$ cat config.mk
export PLATFORM = sky130hd
export DESIGN_NAME = fetch_unit
export DESIGN_NICKNAME = d
export VERILOG_FILES = /design/src/rtl/fetch_unit.sv
export SDC_FILE = /design/constraint.sdc
export NUM_CORES = 1
export LEC_CHECK = 0
export CAP_MARGIN = 20
export CORE_AREA = 2 2 85 87
export CTS_BUF_LIST = sky130_fd_sc_hd__clkbuf_4
export DETAILED_ROUTE_END_ITERATION = 12
export DIE_AREA = 0 0 87 89
export PLACE_DENSITY_LB_ADDON = 0.15
export SLEW_MARGIN = 20
export SYNTH_ARGS = -nofsm -noshare
export SYNTH_HDL_FRONTEND = slang
export SYNTH_SLANG_ARGS = --single-unit
$ cat constraint.sdc
create_clock -name clk -period 5.4 [get_ports clk]
set_input_delay 1.08 -clock clk [delete_from_list [all_inputs] [get_ports clk]]
set_output_delay 1.08 -clock clk [all_outputs]
set_load 0.05 [all_outputs]
$ cat src/rtl/fetch_unit.sv
// fetch_unit: instruction fetch front end.
// Issues one word request per cycle at pc, presents fetched words on code
// with a one-cycle code_valid strobe, parks one word in a skid register
// when downstream stalls, and redirects on branch_taken.
// Optional feature: define FETCH_TIMEOUT_EN to enable the request timeout
// (sticky fetch_err plus HALT after 16 unacknowledged REQ cycles).
module fetch_unit (
  input  logic        clk,
  input  logic        rst_n,
  input  logic        stall,
  input  logic        branch_taken,
  input  logic [15:0] branch_target,
  output logic        imem_req,
  output logic [15:0] imem_addr,
  input  logic        imem_ack,
  input  logic [23:0] imem_data,
  output logic [23:0] code,
  output logic        code_valid,
  output logic [15:0] pc,
  output logic        fetch_err
);

  typedef enum logic [1:0] {
    IDLE = 2'd0,
    REQ  = 2'd1,
    HOLD = 2'd2,
    HALT = 2'd3
  } state_t;

  state_t      state, state_d;
  logic [15:0] pc_d;
  logic [23:0] code_d;
  logic        code_valid_d;
  logic [23:0] skid, skid_d;

`ifdef FETCH_TIMEOUT_EN
  logic [3:0]  to_cnt, to_cnt_d;
  logic        err_q, err_d;
  logic        timeout_hit;

  // A request expires on its 16th consecutive unacknowledged REQ cycle.
  always_comb begin
    timeout_hit = (state == REQ) && !imem_ack && (to_cnt == 4'hF);
  end

  // Timeout counter runs only while waiting in REQ; any ack, branch or exit clears it.
  always_comb begin
    to_cnt_d = '0;
    err_d    = err_q;
    if ((state == REQ) && !imem_ack && !branch_taken) begin
      if (to_cnt == 4'hF) begin
        err_d = 1'b1;
      end else begin
        to_cnt_d = to_cnt + 4'd1;
      end
    end
  end

  // Timeout state registers.
  always_ff @(posedge clk) begin
    if (!rst_n) begin
      to_cnt <= '0;
      err_q  <= 1'b0;
    end else begin
      to_cnt <= to_cnt_d;
      err_q  <= err_d;
    end
  end

  assign fetch_err = err_q;
`else
  assign fetch_err = 1'b0;
`endif

  // Request outputs follow the state register; the address is always pc.
  always_comb begin
    imem_req  = (state == REQ);
    imem_addr = pc;
  end

  // Next-state and datapath updates; a branch overrides everything except HALT.
  always_comb begin
    state_d      = state;
    pc_d         = pc;
    code_d       = code;
    code_valid_d = 1'b0;
    skid_d       = skid;

    case (state)
      IDLE: state_d = REQ;
      REQ: begin
        if (imem_ack) begin
          pc_d = pc + 16'd1;
          if (stall) begin
            skid_d  = imem_data;
            state_d = HOLD;
          end else begin
            code_d       = imem_data;
            code_valid_d = 1'b1;
          end
        end
`ifdef FETCH_TIMEOUT_EN
        else if (timeout_hit) begin
          state_d = HALT;
        end
`endif
      end
      HOLD: begin
        if (!stall) begin
          code_d       = skid;
          code_valid_d = 1'b1;
          state_d      = REQ;
        end
      end
      HALT: state_d = HALT;
      default: state_d = IDLE;
    endcase

    // Branch redirect: drops any coincident ack data and the skid word,
    // and spends one IDLE cycle so the outstanding request is aborted.
    if (branch_taken && (state != HALT)) begin
      pc_d         = branch_target;
      code_d       = code;
      code_valid_d = 1'b0;
      skid_d       = '0;
      state_d      = IDLE;
    end
  end

  // State and datapath registers with synchronous active-low reset.
  always_ff @(posedge clk) begin
    if (!rst_n) begin
      state      <= IDLE;
      pc         <= '0;
      code       <= '0;
      code_valid <= 1'b0;
      skid       <= '0;
    end else begin
      state      <= state_d;
      pc         <= pc_d;
      code       <= code_d;
      code_valid <= code_valid_d;
      skid       <= skid_d;
    end
  end

endmodule

# After elaboration in Yosys (flattened, before gate mapping)
# Index checks and enable logic that the tools add are counted.
totals:
  out_inout_bits: 59
  register_bits: 67
  memories: 0
  word_cells: 40
  ramBits: 0
  latch_bits: 0
  rom_bits: 0
classes:
  n_lt_le_gt_ge: 0
  shift: 0
  n_reduce_logical: 10
  mul: 0
  n_addsub: 1
  muxes: 14
  n_bitwise: 2
  n_div: 0
  eq_ne: 8
op_table:
  columns: ["operator", "n"]
  rows:
  - ["24-bit 2-to-1 mux", 3]
  - ["16-bit 2-to-1 mux", 3]
  - ["24-bit case mux with 2 select lines", 1]
  - ["16-bit by 1-bit adder with 16-bit output, second input constant", 1]
  - ["2-bit inequality test, second input constant", 4]
  - ["2-bit case mux with 4 select lines", 1]
  - ["2-bit 2-to-1 mux", 3]
  - ["3-bit AND reduction", 2]
  - ["2-bit nonzero test", 3]
  - ["5-bit AND reduction", 1]
  - ["2-bit equality test, second input constant", 2]
  - ["2-bit by 1-bit equality test with 1-bit output, second input constant", 1]
  - ["2-bit zero test", 1]
  - ["1-bit 2-to-1 mux", 2]
  - ["2-bit by 1-bit inequality test with 1-bit output, second input constant", 1]
  - ["1-bit NOT", 2]
  - ["1-bit case mux with 2 select lines", 1]
  - ["2-bit AND reduction", 1]
  - ["2-bit OR reduction", 1]
  - ["1-bit logical AND", 1]

# Logic depth before layout (Yosys ltp)
logic_depth:
  ltp_word: 4
  depth_mapped: 8
  ltp_nobuf: 6

# Worst setup path before layout
# No wires, ideal clock.
synth_path:
  path_kind: "input to register"
  startpoint: "input branch_taken"
  endpoint: "register code[0]"
  arrival_time_ps: 2152
  t_required_ps: 5284
  setup_slack_ps: 3131
  path_stages: 7
  cell_sequence: "nor2b_1 -> clkbuf_1 -> nor2_1 -> and2_0 -> buf_2 -> buf_2 -> o211a_1"
synth_between:
  elab_chain_len: 3
synth_rtl:
  columns: ["item", "line_no", "source"]
  rows:
  - ["start, declared", "11", "input logic branch_taken,"]
  - ["1-bit logical AND", "121", "if (branch_taken && (state != HALT)) begin"]
  - ["1-bit NOT (no line)", null, null]
  - ["5-bit AND reduction (no line)", null, null]
  - ["end signal, assigned", "141", "code <= code_d;"]
  - ["end, declared", "17", "output logic [23:0] code,"]
# Every way passes these cells.
# A chain may end at the register's enable or synchronous reset.

# Worst setup path in the final report
layout_path:
  startpoint: "register state[0]"
  endpoint: "output imem_req"
layout_between:
  elab_chain_len: 1
layout_rtl:
  columns: ["item", "line_no", "source"]
  rows:
  - ["start, declared", "30", "state_t state, state_d;"]
  - ["start signal, assigned", "139", "state <= state_d;"]
  - ["2-bit by 1-bit equality test with 1-bit output", "77", "imem_req = (state == REQ);"]
  - ["end, declared", "13", "output logic imem_req,"]
# Every way passes these cells.

==> results.sh <==
export IMPL_status="completed"
export IMPL_max_freq_mhz=316
export IMPL_cts_root_buf="clkbuf_4"
export IMPL_cap_viol_max_count=0
export IMPL_critPathMaxStageDelay_ns=0.87
export IMPL_synth_distinct_cells=47
export IMPL_die_height_um=89
export IMPL_r2r_slack_ns=2.98
export IMPL_grt_overflow_total=0
export IMPL_setup_tns_ns=0
export IMPL_worstMarginPinSlew_ns=0.980
export IMPL_io_buffers=102
export IMPL_routed_wl_mm=8.78
export IMPL_p_per_area_nw_per_um2=260
export IMPL_ys_ff_latch=67
export IMPL_antenna_cells=0
export IMPL_htree_levels=3
export IMPL_vias=3224
export IMPL_cp_top_family="buffers and inverters"
export IMPL_cts_resized=0
export IMPL_cts_setup_buffers=0
export IMPL_num_rows=30
export IMPL_slew_headroom_pct=34.7
export IMPL_post_dp_hpwl_mm=5.72
export IMPL_netlist_instances=406
export IMPL_peakVddDrop_mv=0.144
export IMPL_post_route_period_util_pct=58.6
export IMPL_required_ns=4.32
export IMPL_cts_tree="done"
export IMPL_grt_pass1_vias=2996
export IMPL_cts_buffers=9
export IMPL_rr_startpoint="state[0]"
export IMPL_syn_area_per_cell_um2=8.40
export IMPL_clk_latency_ns=0.41
export IMPL_cp_max_fo=8
export IMPL_whs_path_depth=2
export IMPL_drtIter0Drc=187
export IMPL_drv_slew=0
export IMPL_p_leak_nw=1.79
export IMPL_synth_seq_area_share_pct=39.3
export IMPL_skew_ns=0.0148
export IMPL_start_util_pct=50.8
export IMPL_worstPathArrival_ns=2.09
export IMPL_critical_path_buf_inv_count=1
export IMPL_cp_depth=2
export IMPL_syn_nets=456
export IMPL_die_area_um2=7740
export IMPL_netlist_area_um2=3410
export IMPL_cts_buffer_depth=2
export IMPL_fin_nets=525
export IMPL_start_kind="flip-flop"
export IMPL_syn_to_final_growth_pct=29.6
export IMPL_die_width_um=87
export IMPL_min_delay_start="skid[9]"
export IMPL_grt_max_degree=47
export IMPL_r2r_end="imem_addr[14]"
export IMPL_final_antenna_net_count=0
export IMPL_io_pins=104
export IMPL_cp_cell_sequence="ha_1, clkdlybuf4s50_1"
export IMPL_viasPerCell=5.76
export IMPL_cts_hold_buf=0
export IMPL_drc=0
export IMPL_synth_warning_count=0
export IMPL_hold_violations=0
export IMPL_antenna_found_initial=0
export IMPL_ff2ff_path_depth=6
export IMPL_dr_pass1_iters=4
export IMPL_period_needed_ns=3.17
export IMPL_min_path_type="reg2reg"
export IMPL_track_usage_pct=22.9
export IMPL_synth_edff_count=0
export IMPL_wire_per_inst_um=15.7
export IMPL_gp_congestion=0.796
export IMPL_clk_pin_slew_ns=0.11
export IMPL_critPathSlowestCell="clkdlybuf4s50_1"
export IMPL_dominantRegCellSynth="dfxtp_1"
export IMPL_grt_pass1_wl_mm=14.1
export IMPL_setup_viol=0
export IMPL_synth_top_area_share_pct=39.3
export IMPL_fin_util_pct=65.8
export IMPL_nFillCells=558
export IMPL_ys_top_cells_by_area="dfxtp_1 39%, mux2i_1 8.5%, o211a_1 7.9%"
export IMPL_clock_sinks=67
export IMPL_hold_path_endpoint="skid[9]"
export IMPL_yosysTopAreaCell="dfxtp_1"
export IMPL_drive_above_1_share_pct=5.63
export IMPL_grt_setup_unrepaired="false"
export IMPL_coreArea_um2=6720
export IMPL_worstSetupPathType="reg2out"
export IMPL_cp_end_kind="output pin"
export IMPL_synthArstFlopShare_pct=0
-- how the worst max path moves through the flow --
stage | startpoint | endpoint | slack (ns)
floorplan | branch_taken | code[0] | 3.13
global placement | branch_taken | imem_addr[14] | 2.05
detailed placement | branch_taken | imem_addr[14] | 1.98
CTS | state[0] | imem_req | 2.21
global route | state[0] | imem_req | 2.14
finish | state[0] | imem_req | 2.23
-- final cells by class --
cell class | instances | area (um^2) | share of cell area [%]
clock inverter | 6 | 32.5 | 0.736
inverter | 8 | 30.0 | 0.679
sequential | 67 | 1340 | 30.3
timing repair buffer | 107 | 1050 | 23.8
tap | 80 | 100 | 2.26
multi-input combinational | 282 | 1790 | 40.5
clock buffer | 10 | 75.1 | 1.70
-- cells in the mapped netlist (all sizes together), types with 2 or more instances --
cell    instances
a21boi          3
nor3           11
a211oi          2
and3            3
or3             2
o41ai           2
a22oi           2
inv             8
nand2          66
and2            6
clkbuf         23
o22ai           2
o211a          27
o21ai          12
nand4           3
a21oi          30
ha              5
mux2i          29
a21o            2
nand3          33
dfxtp          67
buf            26
nor2b           4
nor4            5
nor2           12
a211o           3
nor3b           2
-- layout by cell type, fill, tap and decap left out, types with 3 or more instances in the layout --
master | netlist | final
nand4_1 | 3 | 3
inv_1 | 8 | 8
mux2i_1 | 29 | 29
a211o_1 | 3 | 3
clkbuf_4 | 0 | 10
nand3_1 | 32 | 32
nor2_1 | 12 | 11
a21boi_0 | 3 | 3
and3_1 | 3 | 3
nor4_1 | 5 | 5
and2_1 | 5 | 5
clkinv_1 | 0 | 3
nor3_1 | 11 | 11
ha_1 | 5 | 4
nor2b_1 | 4 | 4
nand2_1 | 66 | 66
o211a_1 | 27 | 27
a21oi_1 | 30 | 30
dfxtp_1 | 67 | 67
o21ai_0 | 12 | 12
clkdlybuf4s50_1 | 0 | 101
buf_4 | 18 | 5
-- flip-flops by register name, summed over array words and instances (netlist names) --
name        count
code           24
code_valid      1
imem_addr      16
skid           24
state           2
-- stage by stage --
step	cell area [um^2]	hold slack (ns)	power [mW]	worst slack, ns	cells
after floorplan	3410	0.436	0.777	3.13	406
after global placement	4310	0.441	0.881	2.05	544
after detailed placement	4310	0.446	0.886	1.98	544
after CTS	4420	0.461	1.16	2.21	560
after global routing	4420	0.487	1.21	2.14	560
final	4420	0.459	1.15	2.23	560
-- layer usage --
layer	share of wire (%)	up-vias	global-route usage, %
li1	-	1567	-
met1	43	1523	29.1
met2	49	120	38.7
met3	6.6	14	4.89
met4	1.6	0	7.81
met5	0	-	0
-- cell families after synthesis --
family / count (synthesis) / synth area share (%)
buffers and inverters: 57 / 8.58
other: 1 / 0.110
AO/OA/AOI/OAI: 95 / 20.2
adder cells (fa/ha/maj): 5 / 1.83
AND/OR/NAND/NOR: 152 / 21.4
multiplexers: 29 / 8.51
flip-flops: 67 / 39.3
-- worst min-delay path, cell delays in order, from the launching register on --
cell and delay [ns]:
dfxtp_1 0.32, nand2_1 0.05, a21oi_1 0.05
-- where the power goes --
group          switching [mW]  leakage, nW  internal (mW)  total [mW]
Sequential             0.0257        0.545          0.519       0.545
Clock                   0.181       0.0589         0.0953       0.277
Combinational           0.205         1.19          0.125       0.330
Total                   0.412         1.79          0.739        1.15
No activity file was read; power rests on OpenSTA's default activity.
